<file path="src/rtl/spi_pkg.sv">
// ---------------------------------------------------------------------------
// spi_pkg
// Shared definitions for the SPI slave: default frame/data widths, the FSM
// state encoding, the 2-bit command codes carried in frame bits [9:8], and
// the routing helper used when the first frame bit arrives.
// ---------------------------------------------------------------------------
package spi_pkg;

    localparam int FRAME_W_DEF = 10;
    localparam int DATA_W_DEF  = 8;

    // FSM state encoding
    localparam logic [2:0] IDLE      = 3'd0;
    localparam logic [2:0] CHK_CMD   = 3'd1;
    localparam logic [2:0] WRITE     = 3'd2;
    localparam logic [2:0] READ_ADD  = 3'd3;
    localparam logic [2:0] READ_DATA = 3'd4;

    // Command codes (frame bits [9:8])
    localparam logic [1:0] WR_ADDR = 2'b00;
    localparam logic [1:0] WR_DATA = 2'b01;
    localparam logic [1:0] RD_ADDR = 2'b10;
    localparam logic [1:0] RD_DATA = 2'b11;

    // A leading 0 is always a write. A leading 1 is a read; whether it is the
    // address or the data half depends on whether a read address has already
    // been accepted.
    function automatic logic [2:0] route_cmd(input logic cmd_msb,
                                             input logic addr_seen);
        if (!cmd_msb) begin
            return WRITE;
        end else if (addr_seen) begin
            return READ_DATA;
        end else begin
            return READ_ADD;
        end
    endfunction

endpackage

</file>
<file path="src/rtl/spi_tx_shifter.sv">
// ---------------------------------------------------------------------------
// spi_tx_shifter
// Parallel-load, MSB-first serial output shifter driving MISO.
// Ports:
//   clk, rst_n  - clock and asynchronous active-low reset
//   clear       - synchronous clear of the shifter (frame abort/end)
//   load        - capture data_in; its MSB appears on serial_out next cycle
//   data_in     - parallel read data
//   serial_out  - serial data, 0 whenever the shifter is not active
//   busy        - bits are still being shifted out
//   done        - all bits have been sent; held until clear or a new load
// ---------------------------------------------------------------------------
module spi_tx_shifter
    import spi_pkg::*;
#(
    parameter int DATA_W = DATA_W_DEF
) (
    input  logic              clk,
    input  logic              rst_n,
    input  logic              clear,
    input  logic              load,
    input  logic [DATA_W-1:0] data_in,
    output logic              serial_out,
    output logic              busy,
    output logic              done
);

    localparam int CNT_W = $clog2(DATA_W + 1);

    logic [DATA_W-1:0] shift_q;
    logic [CNT_W-1:0]  cnt_q;
    logic              done_q;

    // cnt_q holds the number of bits still to present; the bit on
    // serial_out is always the current MSB of shift_q.
    always_ff @(posedge clk or negedge rst_n) begin
        if (!rst_n) begin
            shift_q <= '0;
            cnt_q   <= '0;
            done_q  <= 1'b0;
        end else if (clear) begin
            shift_q <= '0;
            cnt_q   <= '0;
            done_q  <= 1'b0;
        end else if (load) begin
            shift_q <= data_in;
            cnt_q   <= CNT_W'(DATA_W);
            done_q  <= 1'b0;
        end else if (cnt_q != '0) begin
            shift_q <= {shift_q[DATA_W-2:0], 1'b0};
            cnt_q   <= cnt_q - CNT_W'(1);
            if (cnt_q == CNT_W'(1)) begin
                done_q <= 1'b1;
            end
        end
    end

    assign busy       = (cnt_q != '0);
    assign serial_out = busy & shift_q[DATA_W-1];
    assign done       = done_q;

endmodule

</file>
<file path="src/rtl/spi_slave.sv">
// ---------------------------------------------------------------------------
// spi_slave
// SPI slave front end for a small memory: receives 10-bit frames (2-bit
// command + 8-bit address/data) MSB first on MOSI, forwards each complete
// frame on rx_data with a one-cycle rx_valid pulse, and returns read data
// MSB first on MISO after a read-data frame.
// Ports:
//   clk, rst_n - clock (rising edge) and asynchronous active-low reset
//   SS_n       - slave select, active low; high aborts or ends a frame
//   MOSI       - serial data from the master
//   MISO       - serial read data to the master, 0 when not shifting
//   rx_data    - last complete frame ([9:8] command, [7:0] addr/data)
//   rx_valid   - one-cycle pulse marking a new rx_data
//   tx_data    - read data from the memory
//   tx_valid   - tx_data valid, only looked at in READ_DATA
// ---------------------------------------------------------------------------
module spi_slave
    import spi_pkg::*;
#(
    parameter int FRAME_W = FRAME_W_DEF,
    parameter int DATA_W  = DATA_W_DEF
) (
    input  logic               clk,
    input  logic               rst_n,
    input  logic               SS_n,
    input  logic               MOSI,
    output logic               MISO,
    output logic [FRAME_W-1:0] rx_data,
    output logic               rx_valid,
    input  logic [DATA_W-1:0]  tx_data,
    input  logic               tx_valid
);

    // bit_cnt walks 0..LAST_BIT over the bits after the command MSB and then
    // parks at FRAME_DONE until SS_n rises.
    localparam logic [3:0] LAST_BIT   = 4'(FRAME_W - 2);
    localparam logic [3:0] FRAME_DONE = 4'(FRAME_W - 1);

    logic [2:0]         state;
    logic [3:0]         bit_cnt;
    logic [FRAME_W-2:0] rx_shift;
    logic               rd_addr_seen;
    logic               ss_armed;

    logic [FRAME_W-1:0] frame_next;
    logic [1:0]         frame_cmd;
    logic               in_body;
    logic               tx_load;
    logic               tx_clear;
    logic               tx_busy;
    logic               tx_done;

    assign frame_next = {rx_shift, MOSI};
    assign frame_cmd  = frame_next[FRAME_W-1 -: 2];
    assign in_body    = (state == WRITE) || (state == READ_ADD) ||
                        (state == READ_DATA);

    // Read data is accepted once per read-data frame, only after the frame
    // itself has completed and only while nothing has been shifted yet.
    assign tx_load  = (state == READ_DATA) && (bit_cnt == FRAME_DONE) &&
                      !SS_n && tx_valid && !tx_busy && !tx_done;
    assign tx_clear = SS_n && (state != IDLE);

    // ss_armed stays low after reset until SS_n is seen high, so a reset
    // released in the middle of a frame cannot restart on its leftover bits.
    // SS_n high always takes priority, including on the edge of the last
    // bit, so an abort never produces rx_valid.
    always_ff @(posedge clk or negedge rst_n) begin
        if (!rst_n) begin
            state        <= IDLE;
            bit_cnt      <= '0;
            rx_shift     <= '0;
            rx_data      <= '0;
            rx_valid     <= 1'b0;
            rd_addr_seen <= 1'b0;
            ss_armed     <= 1'b0;
        end else begin
            rx_valid <= 1'b0;
            if (SS_n) begin
                ss_armed <= 1'b1;
            end
            case (state)
                IDLE: begin
                    if (!SS_n && ss_armed) begin
                        state   <= CHK_CMD;
                        bit_cnt <= '0;
                    end
                end
                CHK_CMD: begin
                    if (SS_n) begin
                        state    <= IDLE;
                        bit_cnt  <= '0;
                        rx_shift <= '0;
                    end else begin
                        rx_shift <= frame_next[FRAME_W-2:0];
                        bit_cnt  <= '0;
                        state    <= route_cmd(MOSI, rd_addr_seen);
                    end
                end
                WRITE, READ_ADD, READ_DATA: begin
                    if (SS_n) begin
                        state    <= IDLE;
                        bit_cnt  <= '0;
                        rx_shift <= '0;
                    end else if (bit_cnt != FRAME_DONE) begin
                        rx_shift <= frame_next[FRAME_W-2:0];
                        bit_cnt  <= bit_cnt + 4'd1;
                        if (bit_cnt == LAST_BIT) begin
                            rx_data  <= frame_next;
                            rx_valid <= 1'b1;
                            if (frame_cmd == RD_ADDR) begin
                                rd_addr_seen <= 1'b1;
                            end else if (frame_cmd == RD_DATA) begin
                                rd_addr_seen <= 1'b0;
                            end
                        end
                    end
                end
                default: begin
                    state   <= IDLE;
                    bit_cnt <= '0;
                end
            endcase
        end
    end

    spi_tx_shifter #(
        .DATA_W (DATA_W)
    ) u_tx_shifter (
        .clk        (clk),
        .rst_n      (rst_n),
        .clear      (tx_clear),
        .load       (tx_load),
        .data_in    (tx_data),
        .serial_out (MISO),
        .busy       (tx_busy),
        .done       (tx_done)
    );

endmodule

</file>
<file path="config.mk">
export PLATFORM = sky130hd
export DESIGN_NAME = spi_slave
export DESIGN_NICKNAME = d
export VERILOG_FILES = /design/src/rtl/spi_pkg.sv /design/src/rtl/spi_tx_shifter.sv /design/src/rtl/spi_slave.sv
export SDC_FILE = /design/constraint.sdc
export NUM_CORES = 1
export LEC_CHECK = 0
export ABC_AREA = 1
export BUFFER_PORTS_ARGS = -buffer_cell sky130_fd_sc_hd__buf_2
export CAP_MARGIN = 20
export CORE_ASPECT_RATIO = 2
export CORE_MARGIN = 2
export CORE_UTILIZATION = 60
export CTS_BUF_LIST = sky130_fd_sc_hd__clkbuf_8
export DETAILED_ROUTE_END_ITERATION = 8
export PLACE_DENSITY = 0.82
export SYNTH_ARGS = -nofsm -noshare
export SYNTH_HDL_FRONTEND = slang
export SYNTH_SLANG_ARGS = --single-unit
</file>
<file path="constraint.sdc">
create_clock -name clk -period 2.3 [get_ports clk]
set_clock_uncertainty 0.15 [all_clocks]
set_input_delay 0.345 -clock clk [delete_from_list [all_inputs] [get_ports clk]]
set_output_delay 0.345 -clock clk [all_outputs]
set_load 0.01 [all_outputs]
</file>
## Yosys cells after proc, flatten, opt, wreduce, memory -nomap -nowiden

Cells that the tools add are included.

- Flip-flop bits (word level): 42
- Output and inout bits: 12
- Word-level logic and storage cells: 81

- Equal/unequal tests: 13
- Add/sub/neg operators: 2
- Bitwise gates (word level): 2
- Muxes and demuxes: 30
- Reduce and logical (&&, ||, !) cells: 24

Operator list:

| operator | count |
|---|---|
| $mux W9 | 3 |
| $mux W4 | 6 |
| $mux W8 | 3 |
| $pmux W9 S2 | 1 |
| $mux W3 | 5 |
| $mux W1 | 10 |
| $pmux W3 S3 | 1 |
| $reduce_bool A3 Y1 | 3 |
| $eq A4 B4 Y1 const B | 2 |
| $pmux W4 S2 | 1 |
| $reduce_and A2 Y1 | 4 |
| $logic_and A1 B1 Y1 | 7 |
| $eq A3 B2 Y1 const B | 2 |
| $reduce_and A5 Y1 | 1 |
| $add A4 B1 Y4 const B | 1 |
| $eq A2 B2 Y1 const B | 2 |
| $eq A4 B1 Y1 const B | 1 |
| $ne A2 B2 Y1 const B | 2 |
| $ne A4 B4 Y1 const B | 1 |
| $reduce_and A4 Y1 | 1 |
| $reduce_bool A2 Y1 | 2 |
| $reduce_bool A4 Y1 | 1 |
| $sub A4 B1 Y4 const B | 1 |
| $eq A3 B1 Y1 const B | 1 |
| other kinds (7) | 9 |

## Depth between registers and ports, before layout

- Depth in word-level cells: 8
- Depth in mapped cells: 10
- Depth with buffers taken out: 10

## By module

A second synthesis with hierarchy kept.

- Cell total of the unflattened synthesis: 282
- Area, all modules: 2187.1 sq um

Modules (own cells, without submodules):

| module | times used | cells an instance | area an instance (sq um) |
|---|---|---|---|
| spi_slave | 1 | 188 | 1450.1 |
| spi_tx_shifter | 1 | 94 | 737.0 |

## Least setup slack after synthesis

OpenSTA, ideal clock, no wires.

- Path kind: register to register
- From: register u_tx_shifter.cnt_q[0]
- To: register u_tx_shifter.shift_q[1]
- Slack: 635 ps
- Cell stages (with the launch flop): 10
- Clock period less this slack: 1665 ps
- Data required time: 2085 ps
- Arrival time: 1450 ps
- Buffers on the path: 0
- Cell sequence: dfrtp_1 > inv_1 > ha_1 > nand2_2 > bufinv_8 > nand3_4 > nand2_4 > nor2_4 > nand2_1 > nand2_1

- Longest elaborated chain between the ends: 6
- Elaborated cells on any way between the ends: 7
- Those cells by class: mux: 2; reduce/logical: 5

RTL lines:

| what | RTL line | source |
|---|---|---|
| start, declared | spi_tx_shifter.sv:31 | `logic [CNT_W-1:0] cnt_q;` |
| start signal, assigned | spi_tx_shifter.sv:47 | `cnt_q <= CNT_W'(DATA_W);` |
| start signal, assigned | spi_tx_shifter.sv:51 | `cnt_q <= cnt_q - CNT_W'(1);` |
| $reduce_bool A4 Y1 (*) | spi_tx_shifter.sv:49, spi_tx_shifter.sv:58 |  |
| $logic_not A1 Y1 | spi_slave.sv:61 | `!SS_n && tx_valid && !tx_busy && !tx_done;` |
| $logic_and A1 B1 Y1 (2 in a row) | spi_slave.sv:61 |  |
| $mux W8 | spi_tx_shifter.sv:45 | `end else if (load) begin` |
| $mux W8 | spi_tx_shifter.sv:41 | `end else if (clear) begin` |
| end signal, assigned | spi_tx_shifter.sv:46 | `shift_q <= data_in;` |
| end signal, assigned | spi_tx_shifter.sv:50 | `shift_q <= {shift_q[DATA_W-2:0], 1'b0};` |
| end, declared | spi_tx_shifter.sv:30 | `logic [DATA_W-1:0] shift_q;` |

Mark *: on every way between the ends. The rest lies on a longest branch, timed or not.
A chain may end at the register's enable or synchronous reset.

## Worst setup path after layout

- From: register u_tx_shifter.cnt_q[0]
- To: output port MISO

- Longest elaborated chain between the ends: 2

RTL lines:

| what | RTL line | source |
|---|---|---|
| $reduce_bool A4 Y1 | spi_tx_shifter.sv:58 | `assign busy = (cnt_q != '0);` |
| $and A1 B1 Y1 | spi_tx_shifter.sv:59 | `assign serial_out = busy & shift_q[DATA_W-1];` |
| end, declared | spi_slave.sv:27 | `output logic MISO,` |

Every way passes these cells.

==> flow_metrics.py <==
metrics = {
    "status": {
        "outcome": "finished, final reports clean",
    },
    "cells_and_area": {
        "fin_nets": 292,
        "drive_gt1_share_pct": 20.9,
        "final_cells": 305,
        "antennaDiodeCount": 0,
        "stdcell_area_sq_mm": 0.00234,
        "area_growth_pct": 12.2,
    },
    "detailed_routing": {
        "drt-pass1-iter-count": 5,
        "drt_wl_total_um": 4110,
        "wl_per_cell_um": 13.5,
        "drc": 0,
        "ant_nets": 0,
        "drt_iter0_drc": 27,
        "via_count": 1683,
        "via_per_inst": 5.52,
    },
    "power": {
        "p_leak_nw": 1.21,
        "peakVddDrop_v": 0.000677,
        "p_per_area_mw_per_mm2": 897,
    },
    "global_routing": {
        "antenna_found_initial": 0,
        "grt_pass1_vias": 1664,
        "grt_pass1_wl_um": 6970,
        "grt_usage_pct": 24.0,
        "grt_overflow": 0,
        "grt_max_degree": 43,
    },
    "worst_hold_path": {
        "hold_path_class": "primary input to register",
    },
    "floorplan": {
        "num_rows": 30,
        "dieArea_sq_mm": 0.00399,
        "start_util_pct": 62.4,
        "dieWidth_um": 45.7,
        "design.core.area_sq_mm": 0.00334,
        "fp.dieH_um": 87.4,
        "pin_count": 25,
    },
    "timing": {
        "rsz0062_at_grt": "no",
        "hold_ws_ns": 0.150,
        "fin_ws_ns": 0.239,
        "setup_violations": 0,
        "max_freq_ghz": 0.485,
        "hold_viol_final": 0,
        "finalCritPeriodShare_pct": 89.6,
        "fin_crit_ns": 2.06,
        "slew_headroom_pct": 59.9,
        "tns_ns": 0,
        "worst_slew_pin_slew_ns": 0.601,
        "drv_slew": 0,
    },
    "logic_synthesis": {
        "async_reset_ff_share_pct": 100,
        "ys_ff_latch": 42,
        "synthTopCellsByCount": "78 x nand2_1, 42 x dfrtp_1, 25 x inv_1",
        "synth_area_leaders": "dfrtp_1 50%, nand2_1 14%, nand3_1 5.0%",
        "yosys.area.top_type": "dfrtp_1",
        "syn-instance-count": 243,
        "yosysWarnings": 0,
        "synth-edff-count": 0,
        "avgSynthCellArea_sq_um": 8.58,
        "synth.most_common_cell": "nand2_1",
        "ys.flop_type": "dfrtp_1",
        "ys_types": 28,
        "ys_seq_area_share_pct": 50.4,
        "synth_top_area_share_pct": 50.4,
        "syn-num-nets": 261,
        "syn_area_sq_mm": 0.00208,
    },
    "setup_path": {
        "critPathMaxFanout": 7,
        "arrival_ns": 1.57,
        "cp-end-kind": "primary output",
        "required_ns": 1.80,
        "critPathLaunchType": "register",
        "crit_type": "register to primary output",
    },
    "clock_tree": {
        "clkLatencyLatePin_ns": 0.29,
        "clockBufferDepth": 2,
        "cts_made_buffers": 5,
        "clockRootBuffer": "clkbuf_8",
        "cts-resized-gates": 0,
        "htree_levels": 2,
        "cts_tree": "done",
        "clk_pin_slew_ns": 0.07,
        "clock_sinks": 42,
        "cts_hold_buf": 1,
        "post-cts-setup-buffer-count": 0,
    },
    "placement": {
        "hpwl_um": 2980,
        "gp_congestion": 0.761,
        "port_buffers": 24,
        "place_area_sq_mm": 0.00225,
        "dp.cells": 298,
        "pre_cts_ws_ns": 0.412,
    },
    "flow_run": {
        "cap_violations": 0,
    },
}
## final timing paths
| check | startpoint | to | slack [ns] | cells after the start |
|---|---|---|---|---|
| max in group asynchronous | rst_n | state[2] | 1.40 | 3 |
| max reg2reg | bit_cnt[1] | u_tx_shifter.shift_q[5] | 0.37 | 10 |
| max | u_tx_shifter.cnt_q[0] | MISO | 0.24 | 6 |
| min | tx_data[0] | u_tx_shifter.shift_q[0] | 0.15 | 3 |
| min in group asynchronous | rst_n | u_tx_shifter.cnt_q[1] | 0.39 | 3 |
| min reg2reg | rx_data[9] | rx_data[9] | 0.32 | 2 |
## critical path, stage by stage (launching register included)
cell and delay, ns:
dfrtp_1 0.41, inv_1 0.08, ha_1 0.24, nand2_2 0.13, bufinv_8 0.21, nor2_1 0.07, buf_2 0.13
## logic make-up (layout without fill, tap and decap cells)
| kind of cell | count (synthesis) | in the layout | share of synthesized area [%] |
|---|---|---|---|
| AOI/OAI and AO/OA | 34 | 34 | 10.5 |
| xor gates and xnor gates | 3 | 3 | 1.26 |
| adders and majority gates | 5 | 5 | 3.00 |
| buffers and inverters | 31 | 61 | 7.08 |
| DFF | 42 | 42 | 50.4 |
| and+or+nand+nor | 128 | 128 | 27.7 |
## state kept, by name, summed over array words and instances, names as in the netlist
signal,count
u_tx_shifter.done,1
rx_valid,1
u_tx_shifter.shift_q,8
rx_shift,9
rd_addr_seen,1
rx_data,10
bit_cnt,4
u_tx_shifter.cnt_q,4
state,3
ss_armed,1
## cell type report
| type | count | area, sq um |
|---|---|---|
| clock buffers | 6 | 82.6 |
| fillers | 284 | 1000 |
| inverters | 28 | 121 |
| multi-input cells | 170 | 886 |
| flip-flops and latches | 42 | 1050 |
| well taps | 32 | 40.0 |
| repair buffers | 27 | 158 |
## per-layer routing
layer | routed length, um | track usage, % | vias up
met2 | 2330 | 42.6 | 31
met5 | 0 | 0 | -
met1 | 1590 | 25.7 | 810
li1 | - | - | 834
met3 | 103 | 4.77 | 8
met4 | 80 | 11.0 | 0
## placed cells by master (no fill, tap or decap)
cell type      instances
nand2_1               78
dfrtp_1               42
inv_1                 25
buf_2                 24
nand3_1               21
o21ai_0               18
nor2_1                12
o21ai_2                9
clkbuf_8               6
ha_1                   5
a21oi_1                4
nor2_4                 3
nor3_1                 3
nor2_2                 2
nand2_2                2
or2_2                  2
nand4_1                2
xnor2_1                2
bufinv_8               1
a21oi_2                1
inv_2                  1
nand3_4                1
a21oi_4                1
nand2_4                1
o21ai_1                1
inv_4                  1
xor2_1                 1
nand3b_1               1
dlygate4sd3_1          1
buf_4                  1
buf_12                 1
## through the flow
| stage | power [W] | util, % |
|---|---|---|
| 2_1_floorplan | 0.00149 | - |
| 3_3_place_gp | 0.00162 | 67.2 |
| 3_5_place_dp | 0.00164 | 67.2 |
| 4_1_cts | 0.00212 | 70.0 |
| 5_1_grt | 0.00225 | 70.0 |
| 6_report | 0.00210 | 70.0 |
## where the power goes
part	internal, W	switching [W]	leakage, nW
Combinational	0.000258	0.000445	0.601
Sequential	0.000840	0.0000848	0.568
Clock	0.000232	0.000238	0.0431
Total	0.00133	0.000767	1.21
(Power assumes the default switching activity.)
